### config.mk
export PLATFORM = sky130hd
export DESIGN_NAME = seg_scan_decoder
export DESIGN_NICKNAME = d
export VERILOG_FILES = /design/src/rtl/seg_pkg.sv /design/src/rtl/seg_pattern_decode.sv /design/src/rtl/seg_scan_decoder.sv
export SDC_FILE = /design/constraint.sdc
export NUM_CORES = 1
export LEC_CHECK = 0
export ABC_CLOCK_PERIOD_IN_PS = 2200
export BUFFER_PORTS_ARGS = -buffer_cell sky130_fd_sc_hd__buf_2
export CORE_ASPECT_RATIO = 1.1
export CORE_MARGIN = 2
export CORE_UTILIZATION = 51
export CTS_CLUSTER_SIZE = 20
export DETAILED_ROUTE_END_ITERATION = 10
export HOLD_SLACK_MARGIN = 0.02
export PLACE_DENSITY = 0.77
export REMOVE_ABC_BUFFERS = 1
export SYNTH_ARGS = -nofsm -noshare
export SYNTH_HDL_FRONTEND = slang
export SYNTH_SLANG_ARGS = --single-unit
### constraint.sdc
create_clock -name clk -period 2.2 [get_ports clk]
set_input_delay 0.66 -clock clk [delete_from_list [all_inputs] [get_ports clk]]
set_output_delay 0.66 -clock clk [all_outputs]
set_load 0.02 [all_outputs]
### src/rtl/seg_pkg.sv
// seg_pkg: shared 7-segment pattern constants and scan FSM state encodings.
package seg_pkg;
    localparam logic [6:0] SEG_0 = 7'b1111110;
    localparam logic [6:0] SEG_1 = 7'b0110000;
    localparam logic [6:0] SEG_2 = 7'b1101101;
    localparam logic [6:0] SEG_3 = 7'b1111001;
    localparam logic [6:0] SEG_4 = 7'b0110011;
    localparam logic [6:0] SEG_5 = 7'b1011011;
    localparam logic [6:0] SEG_6 = 7'b1011111;
    localparam logic [6:0] SEG_7 = 7'b1110000;
    localparam logic [6:0] SEG_8 = 7'b1111111;
    localparam logic [6:0] SEG_9 = 7'b1111011;
    localparam logic [6:0] SEG_A = 7'b1110111;
    localparam logic [6:0] SEG_B = 7'b0011111;
    localparam logic [6:0] SEG_C = 7'b0001101;
    localparam logic [6:0] SEG_D = 7'b0111101;
    localparam logic [6:0] SEG_E = 7'b1001111;
    localparam logic [6:0] SEG_F = 7'b1000111;
    localparam logic [15:0][6:0] SEG_TABLE = {SEG_F, SEG_E, SEG_D, SEG_C, SEG_B, SEG_A, SEG_9, SEG_8,
                                              SEG_7, SEG_6, SEG_5, SEG_4, SEG_3, SEG_2, SEG_1, SEG_0};
    typedef enum logic [1:0] {IDLE, SETTLE, HOLD} state_t;
endpackage

### src/rtl/seg_pattern_decode.sv
// seg_pattern_decode: segment pattern to hex nibble, flagging unknown patterns.
module seg_pattern_decode
    import seg_pkg::*;
(
    input  logic [6:0] leds,
    output logic [3:0] nibble,
    output logic       legal
);
    always_comb begin
        nibble = '0;
        legal = 1'b0;
        for (int i = 0; i < 16; i++)
            if (leds == SEG_TABLE[i]) begin
                nibble = 4'(i);
                legal = 1'b1;
            end
    end
endmodule

### src/rtl/seg_scan_decoder.sv
// seg_scan_decoder: recovers hex digits from a multiplexed 4-digit 7-segment scan
// by debouncing each (anode, segment) sample before capturing it.
module seg_scan_decoder
    import seg_pkg::*;
#(
    parameter int STABLE_CYCLES = 4
) (
    input  logic        clk,
    input  logic        rst,
    input  logic [3:0]  an,
    input  logic [6:0]  leds,
    input  logic        clr,
    output logic [15:0] digits,
    output logic [3:0]  valid,
    output logic        err,
    output logic        frame_done
);
    localparam int CW = $clog2(STABLE_CYCLES + 1);
    localparam logic [CW-1:0] MAX = CW'(STABLE_CYCLES);
    state_t state, state_n;
    logic [CW-1:0] count, count_n;
    logic [10:0] ref_sample, ref_n;
    logic [15:0] digits_n;
    logic [3:0] valid_n, seen, seen_n, sel, nibble;
    logic legal, ohl, same, cap;
    assign ohl = an == 4'b1110 || an == 4'b1101 || an == 4'b1011 || an == 4'b0111;
    assign same = {an, leds} == ref_sample;
    assign sel = ~an;
    seg_pattern_decode u_dec (.leds(leds), .nibble(nibble), .legal(legal));
    always_comb begin
        state_n = state;
        count_n = count;
        ref_n = ref_sample;
        cap = 1'b0;
        if (!ohl) begin
            state_n = IDLE;
            count_n = '0;
        end else if (state == SETTLE && same) begin
            count_n = count == MAX ? count : count + 1'b1;
            cap = count_n == MAX;
        end else if (state != HOLD || !same) begin
            state_n = SETTLE;
            count_n = CW'(1);
            ref_n = {an, leds};
            cap = count_n == MAX;
        end
        if (cap) state_n = HOLD;
    end
    // an illegal capture keeps the old nibble but withdraws its valid bit
    always_comb begin
        digits_n = digits;
        valid_n = valid;
        for (int i = 0; i < 4; i++)
            if (cap && sel[i]) begin
                digits_n[4*i +: 4] = legal ? nibble : digits[4*i +: 4];
                valid_n[i] = legal;
            end
    end
    assign seen_n = seen | (cap ? sel : 4'b0000);
    always_ff @(posedge clk or posedge rst)
        if (rst) begin
            state <= IDLE;
            count <= '0;
            ref_sample <= '0;
        end else begin
            state <= state_n;
            count <= count_n;
            ref_sample <= ref_n;
        end
    always_ff @(posedge clk or posedge rst)
        if (rst) begin
            digits <= '0;
            valid <= '0;
            err <= 1'b0;
            seen <= '0;
            frame_done <= 1'b0;
        end else if (clr) begin
            valid <= '0;
            err <= 1'b0;
            seen <= '0;
            frame_done <= 1'b0;
        end else begin
            digits <= digits_n;
            valid <= valid_n;
            err <= err | (cap && !legal);
            frame_done <= &seen_n;
            seen <= &seen_n ? 4'b0000 : seen_n;
        end
endmodule

==> results of run 1 <==
## per-stage QoR
step | area (um^2) | hold slack [ps] | utilization | TNS (ps) | std cells
after floorplan | 2311 | 470.4 | - | -9468 | 225
after global placement | 2907 | 482.2 | 0.6292 | -7835 | 361
after detailed placement | 2907 | 503.4 | 0.6292 | -8726 | 361
after CTS | 3104 | 500.1 | 0.6720 | 0 | 369
after global routing | 3262 | 540.7 | 0.7061 | -2038 | 372
final | 3262 | 472.7 | 0.7061 | -331.7 | 372
## layout make-up
type                       instances  share of cell area
timing repair buffer              83              0.1692
clock buffer                       5             0.02110
clock inverter                     3            0.006521
multi-input combinational        174              0.4492
sequential                        42              0.3222
inverter                           9             0.01036
tap                               56             0.02148
## kinds of logic after synthesis
| group | Yosys count |
|---|---|
| xor gates and xnor gates | 12 |
| AOI/OAI and AO/OA | 68 |
| DFF | 42 |
| and+or+nand+nor | 81 |
| muxes | 11 |
| adders and majority gates | 2 |
| buffers and inverters | 28 |
## per-layer routing
layer  part of all wire  routed length (um)  vias up
met5                  0                   0        -
met4              0.029                 192        0
met3              0.039                 259       23
met2               0.52                3463       80
met1               0.41                2767     1105
li1                   -                   -     1047
## report_power, final
group / leakage [nW] / internal [mW] / switching (mW) / total [mW]
combinational: 0.803 / 0.191 / 0.187 / 0.379
clock: 0.0441 / 0.223 / 0.282 / 0.505
sequential: 0.540 / 0.821 / 0.0396 / 0.860
## worst max-delay path, cell delays in order
cell       delay [ps]
buf_2             120
buf_4             140
nand2_1            80
buf_4             150
nor4_1            340
o221ai_1          170
o311a_1           180
a221oi_2          340
buf_4             200
a2bb2oi_1          60
## Yosys cell counts (5+ instances only)
cell and number:
clkbuf_1 9, nand2_1 12, inv_1 9, nor4_1 8, a211oi_1 5, dfrtp_1 42
xnor2_1 10, a21oi_1 10, nor2_1 18, o2bb2ai_1 5, a2bb2oi_1 9, nor3_1 11
buf_6 6, mux2_2 11, o21ai_0 13
## registers in the layout, summed over array words and instances, names as in the netlist
name / cells
count: 3
valid: 4
digits: 16
ref_sample: 11
frame_done: 1
seen: 4
state: 2
err: 1
## path summary, 6_finish.rpt
path | end | cells after the start
worst max-delay path | digits[2]$_DFFE_PP0P_ | 10
worst min-delay path | seen[0]$_DFF_PP0_ | 3
worst max register to register | digits[3]$_DFFE_PP0P_ | 8
worst min register to register | ref_sample[3]$_DFFE_PP0P_ | 2
max in group asynchronous | digits[5]$_DFFE_PP0P_ | 3
min in group clk | ref_sample[3]$_DFFE_PP0P_ | 2
## what timing repair did
action | CTS | global route
setup buffers | 0 | 3
setup endpoints to repair | 20 | 25
pin swaps | 3 | 5
resized for setup | 23 | 29
hold buffers | 0 | 0
endpoints found under the hold margin | 0 | 0
==> metrics.md, run 1 <==
| Metric | Value |
|---|---|
| Status | `finished with violations` |
| Failing checks | `setup timing` |
| Die span in y | `76.47 um` |
| Initial antenna violation count | `0` |
| Post-route ant nets | `0` |
| Crit path DAT | `between 2000 and 2500 ps` |
| Drt pass-1 iters | `4` |
| Synth top area share | `0.4317` |
| Leakage power | `~1.4 nW` |
| Layout area overhead | `33.97%` |
| Routed vias | `2255` |
| PwrDens | `534.8 mW/mm^2` |
| Avg WL per Cell | `17.96 um` |
| Clock buffer count from CTS | `5` |
| VDD IR max | `around 0.00045 V` |
| Final setup violating endpoints | `8` |
| Register Area | `0.001051 mm^2` |
| Hold WC Path Type | `in2async` |
| Data required time of the critical path | `2390 ps` |
| Largest area contributor in the netlist | `dfrtp_1` |
| Routability Congestion | `0.8511` |
| Final min period | `2269 ps` |
| Top_reg_cell synth | `dfrtp_1` |
| Power, Total | `1.745 mW` |
| Final Hold Fails | `0` |
| Routing usage on met1 | `0.3186` |
| CP startpoint kind | `input pin` |
| Multiplexer share of the synthesized area | `0.05087` |
| Nets@finish | `331` |
| Gr busiest metal | `met2` |
| CTS sink count | `42` |
| Crit-path max FO | `5` |
| Dpl ws | `-374.8 ps` |
| Htree depth | `2` |
| Met2 usage | `0.4076` |
| Main combinational cell family by area after synthesis | `compound AO/OA/AOI/OAI gates` |
| Number of flops mapped to enable cells by yosys | `0` |
| Crit path launch | `leds[5]` |
| Clock buffer depth | `2` |
| Library cells used by synthesis | `54` |
| Vias in the first global route | `2177` |
| Vias/cell | `about 6.1` |
| Worst r2r src | `count[0]$_DFFE_PP0P_` |
| Post-Synth Simple-Gate Area | `0.1906` |
| Drt initial violations | `120` |
| Die area | `0.005343 mm^2` |
| Grt ovf | `0` |
| Most frequent cells in the layout | `buf_4, dfrtp_1, buf_2` |
| Rel. slew slack | `0.6424` |
| Die X | `69.88 um` |
| Warnings from Yosys | `0` |
| Fin Clk Skew | `between 7 and 8 ps` |
| CP Capture Type | `flip-flop` |
| Synth top area cells | `dfrtp_1, mux2_2, xnor2_1, a2bb2oi_1, nor2_1` |
| Crit share post-route | `1.031` |
| Mean post-synth cell area | `9.979 um^2` |
| Post-synth ARST share | `1.000` |
| First-pass GRT wire length | `10.34 mm` |
| Grt met3 use | `0.02910` |
| Mapped Area | `between 0.002 and 0.0025 mm^2` |
| Clk pin slew, worst setup/hold paths | `90 ps` |
| DRC | `0` |
| Reg-to-reg setup timing slack | `-40 ps` |
| Setup WS post-layout | `-68.51 ps` |
| Largest net degree at the start of global routing | `43` |
| Slew @ Worst Pin | `about 540 ps` |
| Filler Cell Count | `~320` |
| Setup CP Type | `in2reg` |
| Post-Synth Adder-Cell Area | `0.01028` |
| Post-Synth XOR/XNOR Area | `0.04933` |
| Sequential-to-total area share from yosys stat | `0.4317` |
| Max-Cap Viols | `0` |
| Layout cells sized above 1 | `0.4747` |
| Fmax | `440.8 MHz` |
| # IOs | `36` |
| Yosys reg bits | `42` |
| # diodes | `0` |
| DP HPWL | `between 4 and 5 mm` |
| Clk Latency, worst-skew pair | `300 ps` |
| Initial Util | `0.5271` |
| Commonest non-fill, non-tap cell in the layout | `buf_4` |
| Final Slew Violations | `0` |
| Drt total wl | `between 6 and 7 mm` |
| RSZ-0062 raised after global routing | `true` |
| Std-Cell Rows | `26` |
| Post-synthesis compound-gate area fraction | `0.2025` |
| CTS tree | `done` |
| GRT Total Usage | `0.2385` |
| Core Box Area | `0.004619 mm^2` |
| Area of the multi-input gates | `0.001465 mm^2` |
| Number of port buffers | `35` |
| Clock Tree Root | `clkbuf_8` |
| Cells after Synth | `roughly 240` |
No activity file was read; power rests on OpenSTA's default activity.
==> inputs of run 2 (changes only) <==
Settings changed: CAP_MARGIN from default to 25, CORE_MARGIN 2 to default.
==> metrics.md, run 2 (same netlist as run 1, synthesis figures left out) <==
| Metric | Value |
|---|---|
| Biggest register | `digits (unchanged)` |
| Leakage power | `1.464 nW (was 1.388 nW)` |
| Drt total wl | `6.787 mm (was 6.682 mm)` |
| Crit-path max FO | `7 (was 5)` |
| Clock buffer count from CTS | `5 (unchanged)` |
| Clk Latency, worst-skew pair | `310 ps (was 300 ps)` |
| Failing checks | `setup timing (unchanged)` |
| First-pass GRT wire length | `9.666 mm (was 10.34 mm)` |
| Routed vias | `2288 (was 2255)` |
| DRC | `0 (unchanged)` |
| Final min period | `2264 ps (was 2269 ps)` |
| CTS tree | `done (unchanged)` |
| Final setup violating endpoints | `13 (was 8)` |
| RSZ-0062 raised after global routing | `true (unchanged)` |
| Worst path bufs/invs | `1 (was 4)` |
| VDD IR max | `0.0005429 V (was 0.0004481 V)` |
| Status | `finished with violations (unchanged)` |
| Die span in y | `74.47 um (was 76.47 um)` |
| CP startpoint kind | `input pin (unchanged)` |
| R2R cell count | `8 (unchanged)` |
| Power, Total | `1.806 mW (was 1.745 mW)` |
| Max reg flops | `16 (unchanged)` |
| PwrDens | `529.0 mW/mm^2 (was 534.8 mW/mm^2)` |
| Die X | `67.88 um (was 69.88 um)` |
| Initial Util | `0.5271 (unchanged)` |
| Filler Cell Count | `314 (was 319)` |
| Placed Area | `0.002944 mm^2 (was 0.002907 mm^2)` |
| Initial antenna violation count | `0 (unchanged)` |
| Layout area overhead | `40.24% (was 33.97%)` |
| Std-Cell Rows | `26 (unchanged)` |
| GRT Total Usage | `0.2592 (was 0.2385)` |
| Worst-path cell chain | `buf_2 -> xnor2_2 -> nand4_2 -> or3_4 -> or4_4 -> a21oi_4 -> a2bb2oi_1 (was buf_2 -> buf_4 -> nand2_1 -> buf_4 -> nor4_1 -> o221ai_1 -> o311a_1 -> a221oi_2 -> buf_4 -> a2bb2oi_1)` |
| Vias/cell | `5.958 (was 6.062)` |
| Clock Tree Root | `clkbuf_8 (unchanged)` |
| Crit path DAT | `2490 ps (was 2450 ps)` |
| Core Box Area | `0.004619 mm^2 (unchanged)` |
| Crit path max-delay family | `simple AND/OR/NAND/NOR gates (was compound AO/OA/AOI/OAI gates)` |
| Commonest non-fill, non-tap cell in the layout | `buf_4 (unchanged)` |
| Most frequent cells in the layout | `buf_4, dfrtp_1, buf_2 (unchanged)` |
| # diodes | `0 (unchanged)` |
| DP HPWL | `4.312 mm (was 4.244 mm)` |
| Die area | `0.005055 mm^2 (was 0.005343 mm^2)` |
| Drt initial violations | `95 (was 120)` |
| Cts hold-fix bufs | `0 (unchanged)` |
| Avg WL per Cell | `17.67 um (was 17.96 um)` |
| Design area | `0.003415 mm^2 (was 0.003262 mm^2)` |
| Placed Cells | `366 (was 361)` |
| Rel. slew slack | `0.6428 (was 0.6424)` |
| # IOs | `36 (unchanged)` |
| Setup CP Type | `in2reg (unchanged)` |
| Clk pin slew, worst setup/hold paths | `90 ps (about the same)` |
| Setup TNS | `-442.7 ps (was -331.7 ps)` |
| Nets@finish | `343 (was 331)` |
| Worst r2r src | `count[0]$_DFFE_PP0P_ (unchanged)` |
| Htree depth | `2 (unchanged)` |
| CTS sink count | `42 (unchanged)` |
| Finished Layout Cells | `384 (was 372)` |
| Post-route ant nets | `0 (unchanged)` |
| Slew @ Worst Pin | `535.8 ps (was 536.4 ps)` |
| Reg-to-reg setup timing slack | `-60 ps (was -40 ps)` |
| Routability Congestion | `0.8945 (was 0.8511)` |
| Max-Cap Viols | `0 (unchanged)` |
| Largest net degree at the start of global routing | `43 (unchanged)` |
| Clock buffer depth | `2 (unchanged)` |
| Crit path largest cell delay | `570 ps (was 340 ps)` |
| CP Capture Type | `flip-flop (unchanged)` |
| Number of port buffers | `35 (unchanged)` |
| Final Hold Fails | `0 (unchanged)` |
| Drt pass-1 iters | `4 (unchanged)` |
| Hold WC Path Type | `in2async (unchanged)` |
| Largest registers | `digits x16, ref_sample x11 (unchanged)` |
| Reg2reg end | `digits[5]$_DFFE_PP0P_ (was digits[3]$_DFFE_PP0P_)` |
| Fin Clk Skew | `12.32 ps (was 7.531 ps)` |
| CP max stage cell | `or4_4 (was nor4_1)` |
| Crit share post-route | `1.029 (was 1.031)` |
| Grt ovf | `0 (unchanged)` |
| Layout cells sized above 1 | `0.5000 (was 0.4747)` |
| Data required time of the critical path | `2430 ps (was 2390 ps)` |
| Final Slew Violations | `0 (unchanged)` |
| Fmax | `441.7 MHz (was 440.8 MHz)` |
| Setup WS post-layout | `-63.90 ps (was -68.51 ps)` |
| Vias in the first global route | `2122 (was 2177)` |
-- run 2: cell count changes in the layout (fill, tap and decap cells not counted), sizes merged --
cell,change
buf,+12
clkbuf,+1
clkinv,-1
-- run 2: timing repair --
action                                 4_1_cts  5_1_grt
pin swaps                                    2        7
setup buffers                                4        6
gates resized for setup                     29       37
endpoints found under the hold margin        0        0
setup endpoints to repair                   23       29
-- run 2: worst max-delay path by stage --
stage                                    start                     end  slack [ps]  depth (start not counted)
after CTS                 count[0]$_DFFE_PP0P_   digits[5]$_DFFE_PP0P_         -10                          8
after detailed placement               leds[2]  digits[14]$_DFFE_PP0P_        -430                          7
after global placement                 leds[3]    valid[2]$_DFFE_PP0P_        -360                          8
final                                  leds[1]   digits[5]$_DFFE_PP0P_         -60                          7
after floorplan           count[0]$_DFFE_PP0P_  digits[14]$_DFFE_PP0P_        -480                          8
after global routing                   leds[6]   digits[3]$_DFFE_PP0P_        -160                         10
-- run 2: metal layers --
metal  share of wire  track usage
met1            0.41       0.3132
met3           0.040      0.06135
met4           0.021      0.09028
met5               0            0
met2            0.53       0.4477
-- run 2: layout make-up --
| cell class | instances | area [um^2] | share of cell area |
|---|---|---|---|
| Multi-Input combinational cell | 174 | 1508 | 0.4416 |
| Tap cell | 56 | 70.07 | 0.02052 |
| Timing Repair Buffer | 95 | 656.9 | 0.1924 |
| Inverter | 9 | 33.78 | 0.009894 |
| Clock inverter | 2 | 12.51 | 0.003664 |
| Clock buffer | 6 | 82.58 | 0.02418 |
| Sequential cell | 42 | 1051 | 0.3078 |
-- run 2: worst reg2reg max path: stages, from the launching register on --
cell       delay (ps)
dfrtp_1           410
inv_2              80
ha_4              250
nor3b_4           210
o311ai_4          140
or2_4             290
or4_4             460
a21oi_4           180
a2bb2oi_1         160
-- run 2: power by group --
group,leakage [nW],switching [mW],internal (mW)
clock,0.0472,0.291,0.253
sequential,0.540,0.0401,0.821
combinational,0.877,0.195,0.206
total,1.46,0.527,1.28
-- run 2: stage by stage --
stage / hold slack, ps / util / worst slack (ps)
3_5_place_dp: 487.8 / 0.6373 / -430.1
4_1_cts: 484.2 / 0.6923 / -12.57
3_3_place_gp: 479.7 / 0.6373 / -356.0
5_1_grt: 545.2 / 0.7392 / -163.3
2_1_floorplan: 470.4 / - / -478.8
6_report: 464.1 / 0.7392 / -63.90
